`config.mk`:
```
export PLATFORM = sky130hd
export DESIGN_NAME = block_stats_calc
export DESIGN_NICKNAME = d
export VERILOG_FILES = /design/src/rtl/block_stats_calc.sv
export SDC_FILE = /design/constraint.sdc
export NUM_CORES = 1
export LEC_CHECK = 0
export ABC_AREA = 1
export CAP_MARGIN = 25
export CELL_PAD_IN_SITES_DETAIL_PLACEMENT = 0
export CELL_PAD_IN_SITES_GLOBAL_PLACEMENT = 1
export CORE_MARGIN = 5
export CORE_UTILIZATION = 35
export DETAILED_ROUTE_END_ITERATION = 8
export GPL_TIMING_DRIVEN = 0
export PLACE_DENSITY = 0.73
export SYNTH_ARGS = -nofsm -noshare
export SYNTH_HDL_FRONTEND = slang
export SYNTH_SLANG_ARGS = --single-unit
```
`constraint.sdc`:
```
create_clock -name clk -period 15.5 [get_ports clk]
set_clock_uncertainty 0.15 [all_clocks]
set_input_delay 3.1 -clock clk [delete_from_list [all_inputs] [get_ports clk]]
set_output_delay 3.1 -clock clk [all_outputs]
set_load 0.02 [all_outputs]
```
`src/rtl/block_stats_calc.sv`:
```
// block_stats_calc: collects TOTAL_SAMPLES-pixel blocks, computes mean and
// variance, stores each block in a ping-pong buffer and replays it with the
// stats presented alongside the first replayed pixel.
module block_stats_calc #(
    parameter int DATA_WIDTH    = 8,
    parameter int TOTAL_SAMPLES = 8
) (
    input  logic                      clk,
    input  logic                      rst,
    input  logic [DATA_WIDTH-1:0]     data_in,
    input  logic                      data_in_valid,
    output logic                      data_in_ready,
    input  logic [31:0]               blocks_per_frame,
    output logic                      stats_ready,
    output logic [2*DATA_WIDTH-1:0]   mean_of_block,
    output logic [2*DATA_WIDTH-1:0]   variance_of_block,
    output logic [DATA_WIDTH-1:0]     data_out,
    output logic                      data_out_valid,
    output logic [31:0]               block_index,
    output logic                      frame_done
);

    localparam int LOG2N  = $clog2(TOTAL_SAMPLES);
    localparam int SUM_W  = DATA_WIDTH + LOG2N;
    localparam int SQ_W   = 2*DATA_WIDTH + LOG2N;
    localparam int PROD_W = 2*SUM_W;
    localparam logic [LOG2N-1:0] LAST_IDX = LOG2N'(TOTAL_SAMPLES-1);

    typedef enum logic {W_FILL, W_CALC} wr_state_t;
    typedef enum logic {R_IDLE, R_PLAY} rd_state_t;

    // Ping-pong storage and per-buffer results
    logic [DATA_WIDTH-1:0]   mem      [2][TOTAL_SAMPLES];
    logic [1:0]              buf_full;
    logic [2*DATA_WIDTH-1:0] buf_mean [2];
    logic [2*DATA_WIDTH-1:0] buf_var  [2];
    logic [31:0]             buf_bpf  [2];

    // Write side
    wr_state_t               wr_state, wr_state_next;
    logic                    calc_step;
    logic                    wr_sel;
    logic [LOG2N-1:0]        wr_cnt;
    logic [SUM_W-1:0]        sum;
    logic [SQ_W-1:0]         sumsq;
    logic [PROD_W-1:0]       nsumsq;
    logic [PROD_W-1:0]       sum_sq;
    logic [31:0]             wr_blk;
    logic [31:0]             wr_bpf;
    logic [31:0]             eff_bpf;
    logic                    accept;
    logic                    calc_done;
    logic [DATA_WIDTH-1:0]   calc_mean;
    logic [2*DATA_WIDTH-1:0] calc_var;

    // Read side
    rd_state_t               rd_state, rd_state_next;
    logic                    rd_sel;
    logic [LOG2N-1:0]        rd_cnt;
    logic [31:0]             rd_blk;
    logic                    rd_start;
    logic                    rd_start_sel;
    logic                    rd_last;

    // Write FSM state register
    always_ff @(posedge clk or posedge rst) begin
        if (rst) wr_state <= W_FILL;
        else     wr_state <= wr_state_next;
    end

    // Write FSM next state, handshake and stats arithmetic
    always_comb begin
        wr_state_next = wr_state;
        data_in_ready = (wr_state == W_FILL) && !buf_full[wr_sel];
        accept        = data_in_valid && data_in_ready;
        calc_done     = (wr_state == W_CALC) && calc_step;
        eff_bpf       = (blocks_per_frame == 32'd0) ? 32'd1 : blocks_per_frame;
        calc_mean     = DATA_WIDTH'(sum >> LOG2N);
        calc_var      = (2*DATA_WIDTH)'((nsumsq - sum_sq) >> (2*LOG2N));
        case (wr_state)
            W_FILL: if (accept && wr_cnt == LAST_IDX) wr_state_next = W_CALC;
            W_CALC: if (calc_step) wr_state_next = W_FILL;
            default: wr_state_next = W_FILL;
        endcase
    end

    // Write datapath: accumulation, two-step stats pipeline, buffer hand-off
    always_ff @(posedge clk or posedge rst) begin
        if (rst) begin
            calc_step   <= 1'b0;
            wr_sel      <= 1'b0;
            wr_cnt      <= '0;
            sum         <= '0;
            sumsq       <= '0;
            nsumsq      <= '0;
            sum_sq      <= '0;
            wr_blk      <= '0;
            wr_bpf      <= 32'd1;
            buf_mean[0] <= '0;
            buf_mean[1] <= '0;
            buf_var[0]  <= '0;
            buf_var[1]  <= '0;
            buf_bpf[0]  <= 32'd1;
            buf_bpf[1]  <= 32'd1;
        end else if (wr_state == W_FILL) begin
            calc_step <= 1'b0;
            if (accept) begin
                sum    <= sum + SUM_W'(data_in);
                sumsq  <= sumsq + SQ_W'(data_in) * SQ_W'(data_in);
                wr_cnt <= wr_cnt + LOG2N'(1);
                if (wr_cnt == '0 && wr_blk == '0) wr_bpf <= eff_bpf;
            end
        end else if (!calc_step) begin
            nsumsq    <= {sumsq, {LOG2N{1'b0}}};
            sum_sq    <= PROD_W'(sum) * PROD_W'(sum);
            calc_step <= 1'b1;
        end else begin
            buf_mean[wr_sel] <= {{DATA_WIDTH{1'b0}}, calc_mean};
            buf_var[wr_sel]  <= calc_var;
            buf_bpf[wr_sel]  <= wr_bpf;
            wr_sel           <= ~wr_sel;
            sum              <= '0;
            sumsq            <= '0;
            calc_step        <= 1'b0;
            wr_blk           <= (wr_blk == wr_bpf - 32'd1) ? 32'd0 : wr_blk + 32'd1;
        end
    end

    // Pixel storage (contents are qualified by buf_full, so no reset needed)
    always_ff @(posedge clk) begin
        if (accept) mem[wr_sel][wr_cnt] <= data_in;
    end

    // Buffer occupancy: set by the writer, cleared by the reader; the two
    // never target the same buffer in one cycle since the writer only fills
    // an empty buffer
    always_ff @(posedge clk or posedge rst) begin
        if (rst) begin
            buf_full <= '0;
        end else begin
            if (calc_done) buf_full[wr_sel] <= 1'b1;
            if (rd_last)   buf_full[rd_sel] <= 1'b0;
        end
    end

    // Read FSM state register
    always_ff @(posedge clk or posedge rst) begin
        if (rst) rd_state <= R_IDLE;
        else     rd_state <= rd_state_next;
    end

    // Read FSM next state: start on a full buffer, chain replays back-to-back
    always_comb begin
        rd_state_next = rd_state;
        rd_start      = 1'b0;
        rd_start_sel  = rd_sel;
        rd_last       = 1'b0;
        case (rd_state)
            R_IDLE: begin
                if (buf_full[rd_sel]) begin
                    rd_start      = 1'b1;
                    rd_state_next = R_PLAY;
                end
            end
            R_PLAY: begin
                if (rd_cnt == LAST_IDX) begin
                    rd_last = 1'b1;
                    if (buf_full[~rd_sel]) begin
                        rd_start     = 1'b1;
                        rd_start_sel = ~rd_sel;
                    end else begin
                        rd_state_next = R_IDLE;
                    end
                end
            end
            default: rd_state_next = R_IDLE;
        endcase
    end

    // Read datapath: replay counter, stats hold registers, block counting
    always_ff @(posedge clk or posedge rst) begin
        if (rst) begin
            rd_sel            <= 1'b0;
            rd_cnt            <= '0;
            rd_blk            <= '0;
            mean_of_block     <= '0;
            variance_of_block <= '0;
        end else begin
            if (rd_start) begin
                rd_cnt            <= '0;
                mean_of_block     <= buf_mean[rd_start_sel];
                variance_of_block <= buf_var[rd_start_sel];
            end else if (rd_state == R_PLAY) begin
                rd_cnt <= rd_cnt + LOG2N'(1);
            end
            if (rd_last) begin
                rd_sel <= ~rd_sel;
                rd_blk <= frame_done ? 32'd0 : rd_blk + 32'd1;
            end
        end
    end

    // Replay outputs decoded from read-side state
    always_comb begin
        data_out_valid = (rd_state == R_PLAY);
        stats_ready    = data_out_valid && (rd_cnt == '0);
        data_out       = data_out_valid ? mem[rd_sel][rd_cnt] : '0;
        frame_done     = rd_last && (rd_blk == buf_bpf[rd_sel] - 32'd1);
        block_index    = rd_blk;
    end

endmodule
```
Word level (Yosys, flattened, before mapping)
Memories as Yosys holds them, arrays and structs flattened.
Index checks and enable logic that the tools add are counted.
{"block": "totals", "register_bits": 340, "ramBits": 128, "input_bits": 43, "out_inout_bits": 76, "wordCells": 150, "n_memories": 1}
{"memory": "mem", "words": 2, "width": 64, "read_ports": 1, "rd_ports_with_merged_regs": 0, "wr": 1, "line_no": "33", "text": "logic [DATA_WIDTH-1:0] mem [2][TOTAL_SAMPLES];"}
{"block": "classes", "add_sub_neg": 9, "multipliers": 2, "order_cmp": 12, "n_eq_ne": 5, "mux": 62, "bitwise": 13, "reduce_logical": 23}
{"operator": "$mux W32", "n": 7}
{"operator": "$mux W16", "n": 7}
{"operator": "$add A32 B1 Y32 const B", "n": 2}
{"operator": "$bwmux W32", "n": 2}
{"operator": "$bwmux W64", "n": 1}
{"operator": "$eq A32 B32 Y1", "n": 2}
{"operator": "$logic_not A32 Y1", "n": 2}
{"operator": "$mux W64", "n": 1}
{"operator": "$sub A32 B1 Y32 const B", "n": 2}
{"operator": "$mux W19", "n": 3}
{"operator": "$mux W11", "n": 3}
{"operator": "$demux W32 S1", "n": 1}
{"operator": "$mux W8", "n": 4}
{"operator": "$bmux W8 S3", "n": 1}
{"operator": "$demux W8 S3", "n": 1}
{"operator": "$mul A11 B11 Y22", "n": 1}
{"operator": "$sub A22 B22 Y22", "n": 1}
{"operator": "$mux W1", "n": 21}
{"operator": "$add A19 B16 Y19", "n": 1}
{"operator": "$demux W16 S1", "n": 1}
{"operator": "$mul A8 B8 Y16", "n": 1}
{"operator": "$add A11 B8 Y11", "n": 1}
{"operator": "$logic_and A1 B1 Y1", "n": 11}
{"operator": "$ge A4 B4 Y1 const B", "n": 2}
{"operator": "other kinds (23)", "n": 47}

Logic depth before layout (Yosys ltp)
{"block": "logic_depth", "ltp_word": 10, "ltp_mapped": 26, "depth_no_buf": 25}

Worst setup path after synthesis
Ideal clock, no wire load.
{"block": "synth_timing", "path_kind": "input to register", "from": "in data_in[6]", "to": "reg sumsq[16]", "setup_time_ns": 0.118, "arrival_time_ns": 7.216, "required_ns": 15.232, "slack_ns": 8.017, "cell_stages": 21, "path_buffers": 1, "cell_sequence": "clkbuf_1 -> nand2_1 -> fa_1 -> inv_1 -> fa_1 -> fa_1 -> inv_1 -> fa_1 -> inv_1 -> ha_1 -> inv_1 -> o21ai_0 -> nor2_1 -> o21ai_0 -> a21boi_0 -> o21ai_0 -> a21oi_1 -> inv_1 -> nand2_1 -> nand3_1 -> nand2_1"}
{"block": "synth_between", "elab_chain_cells": 4}
{"element": "from (decl)", "line_no": "10", "text": "input logic [DATA_WIDTH-1:0] data_in,"}
{"element": "$mul A8 B8 Y16", "line_no": "109", "text": "sumsq <= sumsq + SQ_W'(data_in) * SQ_W'(data_in);"}
{"element": "$add A19 B16 Y19", "line_no": "109"}
{"element": "$mux W19", "line_no": "107", "text": "if (accept) begin"}
{"element": "$mux W19", "line_no": "105", "text": "end else if (wr_state == W_FILL) begin"}
{"element": "to (signal assigned)", "line_no": "109"}
{"element": "to (decl)", "line_no": "45", "text": "logic [SQ_W-1:0] sumsq;"}
No other way between the ends. The select of a mux whose other input is x is not followed.
A chain may end at the register's enable or synchronous reset.

Worst setup path in the final report
Same ends and word-level chain as after synthesis.

==> flow_metrics.tcl <==
set metrics [dict create \
    status "completed" \
    grt_pass1_vias 23500 \
    postRouteAntennaNets 0 \
    synthCells 3678 \
    postCtsSetupRepairBufs 0 \
    antennaDiodeCount 0 \
    synth-xor-area-share 0.0455 \
    synth_top_area_cell "dfrtp_1" \
    grt.overflow.total 0 \
    ctsHoldBuffers 0 \
    synth_top_family_by_area "simple AND/OR/NAND/NOR gates" \
    clk_path_buf_depth 3 \
    syn_avg_cell_area_um2 7.89 \
    crit_type "primary input to flop" \
    critPathRequiredTime_ns 15.86 \
    ctsResizeCount 0 \
    first_pass_iters 5 \
    initialDrtViolationCount 1731 \
    rows 105 \
    grt_usage 0.187 \
    fin_crit_sh 0.569 \
    seq_area_frac_synth 0.404 \
    start_kind "primary input" \
    r2r_slack_ns 9.28 \
    die_w_um 298 \
    finalWirelength_mm 84.4 \
    vias 24100 \
    ios 119 \
    nets 4134 \
    start_util 0.354 \
    grt_start_max_net_pins 121 \
    core_um2 82100 \
    drive_above_1_share 0.0416 \
    setup_violations 0 \
    hold_viol 0 \
    finalCriticalPeriod_ns 8.82 \
    setup_tns_ns 0 \
    die_h_um 298 \
    critPathMaxFanout 18 \
    clock_sink_count 443 \
    h-tree-depth 2 \
    max_clock_freq_mhz 113 \
    synth.top_cell.area_share 0.269 \
    synth-simple-area-share 0.238 \
    ys_ff_latch 443 \
    max_slew_margin 0.275 \
    synth_common_cells "nand2_1 (961), inv_1 (551), nor2_1 (373)" \
    gp_congestion 0.867 \
    numPortBuffers 110 \
    rsz0062_at_grt "false" \
    area_growth_pct 15.3 \
    drc_errors 0 \
    ff2ff_path_depth 19 \
    hold_depth 2 \
    cts_tree "done" \
    drv_cap 0 \
    hpwlAfterDp_mm 65.1 \
    synth_edf_count 128 \
    clk_pin_slew_worst_paths_ns 0.06 \
    min_path_type "flop to flop" \
    synth_mux_area_frac 0 \
    synth_area_leaders "dfrtp_1 (27%), edfxtp_1 (13%), nand2_1 (12%)" \
    synth_fa_ha_area_frac 0.127 \
    reg2reg_from "sum[8]" \
    arrival_ns 9.17 \
    die-area_um2 88800 \
    holdPathEnd "nsumsq[19]" \
    ctsRootBufferMaster "clkbuf_16" \
    synthFlopType "dfrtp_1" \
    whs_ns 0.328 \
    slew_violations 0 \
    async_flop_share 0.711 \
    hold_path.startpoint "nsumsq[19]" \
    worst_pin_slew_ns 1.08 \
    antenna_found_initial 1 \
    routedWlPerCell_um 17.0 \
    numCtsBuffers 49 \
    cp-end-kind "flop" \
    syn_area_um2 29000 \
    synth-compound-area-share 0.0917 \
    dp_cells 4876 \
    clk_latency_ns 0.63 \
    grt_pass1_wl_mm 134 \
    r2r_end "sum_sq[15]" \
    synth.yosys.warnings 0 \
    num-fill-cells 8383 \
    via_per_inst 4.85 \
    synth.most_common_cell "nand2_1" \
    final_cells 4968 \
    synth.distinct_cells 57 \
]
-- critical path: stages --
cell,delay (ns)
clkdlybuf4s50_1,1.06
clkbuf_1,0.48
nand2_1,0.24
fa_1,0.55
inv_1,0.05
fa_1,0.46
fa_1,0.48
inv_1,0.05
fa_1,0.53
inv_1,0.04
ha_1,0.31
inv_1,0.09
o21ai_0,0.21
nor2_1,0.10
o21ai_0,0.41
a21boi_0,0.25
o21ai_0,0.36
a21oi_1,0.15
inv_1,0.08
nand2_1,0.04
nand3_1,0.06
nand2_1,0.05
-- routing by layer --
metal  routed length [um]  up-vias  track usage
li1                     -    12000            -
met1                40800    11400        0.273
met2                38400      505        0.301
met3                 3440       96       0.0207
met4                 1760        0       0.0435
met5                    0        -            0
-- state kept, by name (all words and copies together) (netlist names) --
| register | flops |
|---|---|
| mem | 128 |
| buf_mean | 16 |
| wr_blk | 32 |
| sum_sq | 21 |
| sum | 11 |
| buf_full | 2 |
| wr_sel | 1 |
| block_index | 32 |
| rd_cnt | 3 |
| rd_sel | 1 |
| buf_bpf | 64 |
| wr_bpf | 32 |
| variance_of_block | 16 |
| wr_state | 1 |
| buf_var | 32 |
| wr_cnt | 3 |
| mean_of_block | 8 |
| nsumsq | 19 |
| sumsq | 19 |
| data_out_valid | 1 |
| calc_step | 1 |
-- per-stage QoR --
stage | utilization | area [um2] | setup slack [ns]
6_report | 0.408 | 33500 | 6.68
5_1_grt | 0.408 | 33500 | 6.22
4_1_cts | 0.407 | 33500 | 6.69
3_5_place_dp | 0.386 | 31700 | 6.06
3_3_place_gp | 0.384 | 31500 | -0.942
2_1_floorplan | - | 29100 | 3.54
-- layout make-up --
class                           instances  area, um2  share of cell area
Inverter                              558       2100              0.0629
Clock buffer                           64       1350              0.0404
Timing Repair Buffer                  120       1310              0.0390
Tap cell                             1070       1340              0.0400
Buffer                                145        616              0.0184
Multi-Input combinational cell       2541      14600               0.437
Clock inverter                         27        413              0.0123
Sequential cell                       443      11700               0.350
-- logic make-up after synthesis --
kind of cell    count (synthesis)
other cells                     1
buf+inv                       703
simple gates                 1668
fa+ha+maj                     233
flops                         443
compound gates                481
xor+xnor                      149
-- layout by cell type, fill, tap and decap left out, types with 4 or more instances in the layout --
master,instances
a21o_1,4
a21oi_1,68
a31oi_1,29
buf_1,5
buf_16,6
buf_2,7
buf_4,14
bufinv_16,8
clkbuf_1,127
clkbuf_16,49
clkbuf_8,7
clkdlybuf4s50_1,110
clkinv_1,8
clkinv_2,7
conb_1,10
dfrtp_1,312
edfxtp_1,128
fa_1,103
ha_1,130
inv_1,550
nand2_1,961
nand2_2,7
nand3_1,180
nand3b_1,12
nand4_1,35
nor2_1,373
nor2_2,10
nor2_4,4
nor3_1,31
nor3b_1,5
nor4_1,23
o21ai_0,306
o21bai_1,7
o221ai_1,28
o22ai_1,16
o31ai_1,4
or2_2,16
xnor2_1,42
xor2_1,106
-- worst max path at each step --
stage                                 to       start  depth (start not counted)  slack (ns)
after global placement        wr_blk[28]         rst                          2       -0.94
after CTS                      sumsq[16]  data_in[7]                         22        6.69
after floorplan           block_index[0]         rst                          1        3.54
final                          sumsq[16]  data_in[6]                         22        6.68
after detailed placement       sumsq[16]  data_in[7]                         22        6.06
after global routing           sumsq[16]  data_in[6]                         22        6.22
Power is left out: the tool's default activity adds up to more than one toggle a clock period on the data nets, which glitch-free logic cannot reach.
